==> src/rtl/bcd_display_scan.sv <==
//==============================================================================
// Module   : bcd_display_scan
// Purpose  : Two-digit multiplexed seven-segment driver. Captures a BCD pair
//            on a load strobe into a shadow register and commits it to the
//            display only at a frame boundary, so a frame never shows a mix of
//            old and new digits. Scans units then tens, blanking every digit
//            enable during the first cycle of each slot. Optionally suppresses
//            a leading zero in the tens digit, and flags non-BCD digits.
// Ports    : clk          - clock, rising edge
//            rst_         - asynchronous active-low reset
//            bcd0, bcd1   - units / tens digit to capture
//            load         - single-cycle capture strobe
//            seg[6:0]     - segments {g,f,e,d,c,b,a}
//            an[1:0]      - digit enables, an[0] = units, an[1] = tens
//            err          - a committed digit is above 9 (always active-high)
// Revision : 1.0 - initial release
//==============================================================================
`default_nettype none

module bcd_display_scan #(
  parameter int REFRESH_DIV = 1000,
  parameter bit BLANK_LZ    = 1'b1,
  parameter bit ACTIVE_LOW  = 1'b1
) (
  input  logic       clk,
  input  logic       rst_,
  input  logic [3:0] bcd0,
  input  logic [3:0] bcd1,
  input  logic       load,
  output logic [6:0] seg,
  output logic [1:0] an,
  output logic       err
);

  localparam int             CNT_W   = (REFRESH_DIV > 2) ? $clog2(REFRESH_DIV) : 1;
  localparam logic [CNT_W-1:0] CNT_MAX = CNT_W'(REFRESH_DIV - 1);
  localparam logic [6:0]     SEG_ZERO = 7'h3F;
  localparam logic [6:0]     SEG_RST  = ACTIVE_LOW ? ~SEG_ZERO : SEG_ZERO;
  localparam logic [1:0]     AN_OFF   = ACTIVE_LOW ? 2'b11 : 2'b00;

  logic [CNT_W-1:0] cnt_q, cnt_d;
  logic             dig_q, dig_d;
  logic [7:0]       shadow_q, shadow_d;
  logic             pend_q, pend_d;
  logic [7:0]       disp_q, disp_d;
  logic [6:0]       seg_q, seg_d;
  logic [1:0]       an_q, an_d;
  logic             err_q, err_d;

  logic             wrap;
  logic             frame_end;
  logic [3:0]       cur_digit;
  logic [6:0]       seg_raw;
  logic [1:0]       an_raw;

  function automatic logic [6:0] decode(input logic [3:0] d);
    logic [6:0] p;
    case (d)
      4'd0:    p = 7'h3F;
      4'd1:    p = 7'h06;
      4'd2:    p = 7'h5B;
      4'd3:    p = 7'h4F;
      4'd4:    p = 7'h66;
      4'd5:    p = 7'h6D;
      4'd6:    p = 7'h7D;
      4'd7:    p = 7'h07;
      4'd8:    p = 7'h7F;
      4'd9:    p = 7'h6F;
      default: p = 7'h40;  // non-BCD code: dash
    endcase
    return p;
  endfunction

  // Next state of prescaler, slot, shadow and committed pair.
  always_comb begin
    wrap      = (cnt_q == CNT_MAX);
    frame_end = wrap && dig_q;

    cnt_d    = wrap ? '0 : cnt_q + CNT_W'(1);
    dig_d    = wrap ? ~dig_q : dig_q;
    shadow_d = shadow_q;
    pend_d   = pend_q;
    disp_d   = disp_q;

    if (load) begin
      shadow_d = {bcd1, bcd0};
      if (frame_end) begin
        // Load coinciding with the boundary bypasses the shadow wait.
        disp_d = {bcd1, bcd0};
        pend_d = 1'b0;
      end else begin
        pend_d = 1'b1;
      end
    end else if (frame_end && pend_q) begin
      disp_d = shadow_q;
      pend_d = 1'b0;
    end
  end

  // Outputs are derived from next-state values so the registered outputs
  // line up with cnt/dig/disp on the same edge.
  always_comb begin
    cur_digit = dig_d ? disp_d[7:4] : disp_d[3:0];
    seg_raw   = decode(cur_digit);
    an_raw    = 2'b00;
    if (cnt_d != '0) begin
      if (!dig_d)
        an_raw = 2'b01;
      else if (!(BLANK_LZ && (disp_d[7:4] == 4'd0)))
        an_raw = 2'b10;
    end
    seg_d = ACTIVE_LOW ? ~seg_raw : seg_raw;
    an_d  = ACTIVE_LOW ? ~an_raw  : an_raw;
    err_d = (disp_d[7:4] > 4'd9) || (disp_d[3:0] > 4'd9);
  end

  always_ff @(posedge clk or negedge rst_) begin
    if (!rst_) begin
      cnt_q    <= '0;
      dig_q    <= 1'b0;
      shadow_q <= 8'h00;
      pend_q   <= 1'b0;
      disp_q   <= 8'h00;
      seg_q    <= SEG_RST;
      an_q     <= AN_OFF;
      err_q    <= 1'b0;
    end else begin
      cnt_q    <= cnt_d;
      dig_q    <= dig_d;
      shadow_q <= shadow_d;
      pend_q   <= pend_d;
      disp_q   <= disp_d;
      seg_q    <= seg_d;
      an_q     <= an_d;
      err_q    <= err_d;
    end
  end

  assign seg = seg_q;
  assign an  = an_q;
  assign err = err_q;

endmodule

`default_nettype wire

==> config.mk <==
export PLATFORM = sky130hd
export DESIGN_NAME = bcd_display_scan
export DESIGN_NICKNAME = d
export VERILOG_FILES = /design/src/rtl/bcd_display_scan.sv
export SDC_FILE = /design/constraint.sdc
export NUM_CORES = 1
export LEC_CHECK = 0
export CAP_MARGIN = 20
export CORE_AREA = 2 2 63 65
export DETAILED_ROUTE_END_ITERATION = 8
export DIE_AREA = 0 0 65 67
export GPL_TIMING_DRIVEN = 1
export PLACE_DENSITY = 0.75
export SLEW_MARGIN = 10
export SYNTH_ARGS = -nofsm -noshare
export SYNTH_HDL_FRONTEND = slang
export SYNTH_SLANG_ARGS = --single-unit
==> constraint.sdc <==
create_clock -name clk -period 3.1 [get_ports clk]
set_input_delay 0.62 -clock clk [delete_from_list [all_inputs] [get_ports clk]]
set_output_delay 0.62 -clock clk [all_outputs]
set_load 0.02 [all_outputs]
==> impl_metrics.tcl <==
set metrics [dict create \
    grtUsageTotal_pct 21.8 \
    power_mw 1.06 \
    timing.fmax_ghz 0.346 \
    grt_overflow 0 \
    cp_max_fo 10 \
    period_minus_slack_ns 2.89 \
    maxCapViolations 0 \
    cts_made_buffers 5 \
    synth_top_family_by_area "simple AND/OR/NAND/NOR gates" \
    initial_utilization_pct 53.3 \
    nFillCells 279 \
    row_count 22 \
    cp_slowest_cell "dfrtp_1" \
    synth-main-ff-cell "dfrtp_1" \
    reg2regPathDepth 8 \
    vias 1418 \
    slowest_delay_ns 0.50 \
    cts_max_level 2 \
    worstSetupPathType "reg2reg" \
    yosys.area_share.simple_pct 15.9 \
    ys.warnings.count 0 \
    switching_share_pct 19.8 \
    skew_ns 0.00486 \
    reg2reg_to "seg[4]" \
    cts_tree "yes" \
    ys_seq_area_share_pct 49.6 \
    grt_pass1_vias 1464 \
    final_common_cell "dfrtp_1" \
    startpoint_type "flip-flop" \
    dieArea_um2 4360 \
    pwr-share-seq_pct 48.1 \
    postSynthCellCount 171 \
    drc 0 \
    core_um2 3610 \
    clk_path_buf_depth 2 \
    post-dp-hpwl_mm 2.79 \
    synthesis.area_um2 1920 \
    synth_edf_count 0 \
    synth_xor_area_share_pct 1.37 \
    p_comb_share_pct 4.2 \
    ios 21 \
    final_cell_mix "35 x dfrtp_1, 19 x clkdlybuf4s50_1, 14 x inv_1, 11 x nand2_1, 9 x nor2_1" \
    die_h_um 67 \
    tightest_slew_ns 0.815 \
    synth_top_area_share_pct 45.5 \
    critical_path_required_ns 3.29 \
    routed-wl-met3_um 161 \
    postCtsHoldBufs 0 \
    synth_fp_nets 189 \
    grt_pass1_wl_mm 6.92 \
    detail_route.wl_per_cell_um 16.4 \
    drt_iter0_markers 44 \
    clkTransAtPathRegs_ns 0.08 \
    cts.sink_count 38 \
    hp-class "in2async" \
    portBuffers 20 \
    yosys-top-cells-area "dfrtp_1 46%, ha_1 4.6%, dfstp_2 4.1%" \
    wl_mm 4.01 \
    switching_power_mw 0.210 \
    end_kind "flip-flop" \
    clkPwrFrac_pct 47.7 \
    finish.utilization_pct 64.4 \
    ys_types 51 \
    synth_mux_area_share_pct 7.55 \
    crit_chain "or2_4 > nor4_2 > ha_2 > nand2_1 > o221ai_1 > mux2_2 > nand3_1 > o22a_1" \
    gp_congestion 0.818 \
    topRoutingLayerUsed "met4" \
    finalMaxSlewViolations 0 \
    final_nets 213 \
    p_int_mw 0.850 \
    synth_seq_cells 38 \
    insertion_delay_ns 0.30 \
    syn_area_per_cell_um2 11.2 \
    first_pass_iters 4 \
    power-per-cell-area_nw_per_um2 457 \
    cp.arrival_ns 3.08 \
    synth-compound-area-share_pct 15.4 \
    max_slew_margin_pct 45.7 \
    reg2reg_slack_ns 0.21 \
    area_delta_synth_final_pct 20.8 \
    dr_wl_met2_mm 2.06 \
    rsz0062_at_grt "yes" \
    status "finished, final reports clean" \
    synthAdderAreaFrac_pct 4.55 \
    vdd_drop_max_mv 0.295 \
    antenna_cells 0 \
    met1_length_mm 1.69 \
    ant_nets 0 \
    dieWidth_um 65 \
    drive_gt1_share_pct 16.3 \
    grt_max_degree 39 \
    p_leak_nw 1.04 \
    antenna_found_initial 0 \
    period_share_pct 93.2 \
    reg2reg_from "cnt_q[3]" \
    clockRootBuffer "clkbuf_8" \
    setup-violations-final 0 \
    async_reset_ff_share_pct 100 \
    final_hold_viol_count 0 \
    yosysTopAreaCell "dfrtp_1" \
    drt-vias-per-instance 5.81 \
]
## cell usage after synthesis (all sizes together), types with 3 or more instances
cell type	count
buf	7
dfrtp	35
dfstp	3
ha	7
inv	16
mux2	9
mux2i	4
nand2	11
nand3	8
nand4	3
nand4bb	6
nor2	9
nor4	3
o21a	3
o21ai	4
o221ai	7
or2	3
## worst max-delay path, delay by kind of cell, from the launching register on
family | cells | cell delay [ns]
adder cells (fa/ha/maj) | 1 | 0.30
AO/OA/AOI/OAI | 2 | 0.72
multiplexers | 1 | 0.29
AND/OR/NAND/NOR | 4 | 0.98
flip-flops | 1 | 0.50
## kinds of logic after synthesis
logic type,Yosys count
simple gates,51
fa+ha+maj,7
flops,38
buf+inv,23
xor+xnor,3
compound gates,36
mux,13
## worst max-delay path by stage
stage	startpoint	slack, ns	endpoint	cells past startpoint
floorplan	cnt_q[4]	0.34	seg[1]	11
global placement	load	0.35	seg[1]	8
detailed placement	cnt_q[3]	0.28	seg[1]	9
CTS	cnt_q[3]	0.16	seg[3]	9
global route	cnt_q[3]	-0.03	seg[3]	10
finish	cnt_q[3]	0.21	seg[4]	8
## timing repair
| action | CTS | global route |
|---|---|---|
| setup buffers | 0 | 0 |
| resized for setup | 0 | 5 |
| endpoints found under the setup margin | 0 | 4 |
## metrics by stage
stage	TNS [ns]	setup slack (ns)	hold WS (ns)	std cells	instance area [um2]
2_1_floorplan	0	0.337	0.324	171	1920
3_3_place_gp	0	0.346	0.441	236	2160
3_5_place_dp	0	0.283	0.451	236	2160
4_1_cts	0	0.158	0.432	244	2300
5_1_grt	-0.0681	-0.0313	0.479	244	2320
6_report	0	0.210	0.409	244	2320
## routing by layer
metal,global-route usage (%),up-vias
met1,24.0,697
met3,5.74,10
met5,0,-
li1,-,677
met4,12.0,0
met2,38.1,34
## registers in the layout (all words and copies together), names as in the netlist
register,cells
cnt_q,10
disp_q,8
shadow_q,8
seg,7
an,2
dig_q,1
err,1
pend_q,1
## power by group through the flow
stage          Clock [mW]  Combinational (mW)  Sequential, mW
2_1_floorplan           0              0.0170           0.518
3_3_place_gp            0              0.0433           0.519
3_5_place_dp            0              0.0448           0.520
4_1_cts             0.518              0.0451           0.510
5_1_grt             0.536              0.0498           0.511
6_report            0.506              0.0443           0.510
## final cells by class
| class | count | area, um2 | area share, % |
|---|---|---|---|
| Timing Repair Buffer | 24 | 225 | 9.69 |
| Tap cell | 48 | 60.1 | 2.58 |
| Sequential cell | 38 | 955 | 41.1 |
| Clock inverter | 3 | 68.8 | 2.96 |
| Clock buffer | 5 | 68.8 | 2.96 |
| Inverter | 16 | 60.1 | 2.58 |
| Multi-Input combinational cell | 110 | 886 | 38.1 |
Power figures use the tool's default switching activity.
==> RTL change (config.mk and constraints unchanged) <==
The parameter `BLANK_LZ` goes from 1'b1 to 1'b0.
--- a/src/rtl/bcd_display_scan.sv
+++ b/src/rtl/bcd_display_scan.sv
@@ -20,5 +20,5 @@
 module bcd_display_scan #(
   parameter int REFRESH_DIV = 1000,
-  parameter bit BLANK_LZ    = 1'b1,
+  parameter bit BLANK_LZ    = 1'b0,
   parameter bit ACTIVE_LOW  = 1'b1
 ) (
Function: no difference found for any inputs over 10 cycles, from zero or initial values and one cycle with rst_ low; that may be too few to reach the edited logic, so the function may still have changed.
==> RTL change against the unedited design <==
  * Power down 15%
  * Worst setup slack worse by 0.034 ns
  * Cell area down 0.11%
  * Wire length down 6.4%
  * Non-clock buffer count down 1
  * Sequential power about the same
  * First-iteration DRC count rose to 5.9 times the old value
  * Global-route usage down 1.5 points
  * Area after synthesis up 4.6%
  * Sequential cell count unchanged
==> RTL change: results <==
metrics = {
    "yosys": {
        "synth_nets": 195,
        "synth_area_leaders": "dfrtp_1 44%, mux2_2 4.5%, ha_1 4.4%",
        "synthTopCellsByCount": "35 x dfrtp_1, 13 x nor2_1, 12 x inv_1",
        "postSynthAreaPerCell_um2": 11.4,
        "synth_top_area_share_pct": 43.6,
        "yosys.area_share.xor_xnor_pct": 1.74,
        "ys_seq_area_share_pct": 47.5,
        "synth_cell_types": 51,
        "synth.mux.area_fraction_pct": 8.34,
        "synth_compound_area_share_pct": 15.2,
        "synthAdderAreaFrac_pct": 4.36,
    },
    "global_route": {
        "grtUsageMet1_pct": 24.4,
        "grt_pass1_wl_mm": 6.58,
        "grt_start_max_net_pins": 39,
        "grt_overflow_total": 0,
        "use_met2_pct": 33.2,
        "grt_pass1_vias": 1436,
        "use_met3_pct": 5.57,
        "grt_usage_pct": 20.3,
    },
    "setup_path": {
        "crit_arrival_ns": 3.08,
        "crit_path_end": "seg[3]$_DFF_PN0_",
        "ff2ff_path_depth": 11,
        "cpLargestDelayFamily": "simple AND/OR/NAND/NOR gates",
        "r2r-start": "cnt_q[0]$_DFF_PN0_",
        "critPathMaxFanout": 10,
        "max_stage_delay_ns": 0.42,
        "slowest_stage": "or4bb_1",
    },
    "placed_design": {
        "place_area_um2": 2220,
        "gp_congestion": 0.906,
        "dp_slack_ns": 0.106,
        "dp_hpwl_mm": 2.74,
        "portBuffers": 20,
        "dp_cells": 240,
    },
    "final_layout": {
        "drive_gt1_share_pct": 17.5,
        "fin_nets": 217,
        "fillCellCount": 284,
        "finalNonFillerCells": 248,
    },
    "sta": {
        "setup_slack_ns": 0.176,
        "skew_ns": 0.00865,
        "worstMarginPinSlew_ns": 0.472,
        "hold_ws_ns": 0.500,
    },
    "route": {
        "first_pass_iters": 4,
        "drt-initial-drc-count": 259,
        "vias_per_cell": 5.78,
        "avgRoutedWirePerCell_um": 15.1,
    },
    "cts": {
        "cts_buffers": 5,
        "cts_buffer_depth": 2,
        "cts_max_level": 2,
        "root_buffer": "clkbuf_8",
    },
    "worst_hold_path": {
        "hold_class": "reg -> reg",
        "hold_depth": 1,
    },
    "power_and_ir_drop": {
        "ir_worst_vdd_v": 0.000356,
        "p_leak_nw": 1.02,
    },
    "outcome": {
        "status": "complete, no violations",
    },
}
-- RTL change: changes by cell type in the layout (fill, tap and decap cells not counted), sizes merged, moves of 3 or more --
cell	change
and4	+3
inv	-3
nor2	+4
or2	-3
-- RTL change: final cells by class --
cell class / count / area share (%)
repair buffers: 23 / 9.60
well taps: 48 / 2.59
clock inverters: 1 / 0.216
multi-input cells: 118 / 40.6
clock buffers: 7 / 3.72
flip-flops and latches: 38 / 41.1
inverters: 13 / 2.10
-- RTL change: timing repair --
item,CTS,global route
endpoints found under the hold margin,0,0
gates resized for setup,0,2
hold buffers,0,0
endpoints found under the setup margin,0,5
setup buffers,0,0
-- RTL change: where the power goes --
| part | switching, W | internal (W) |
|---|---|---|
| logic | 0.0000218 | 0.0000243 |
| registers | 0.00000445 | 0.000506 |
| clock network | 0.000168 | 0.000179 |
| total | 0.000194 | 0.000710 |
-- RTL change: layer usage --
layer	vias up	part of all wire, %
li1	694	-
met1	687	44
met2	45	49
met3	7	4.7
met4	0	2.0
met5	-	0
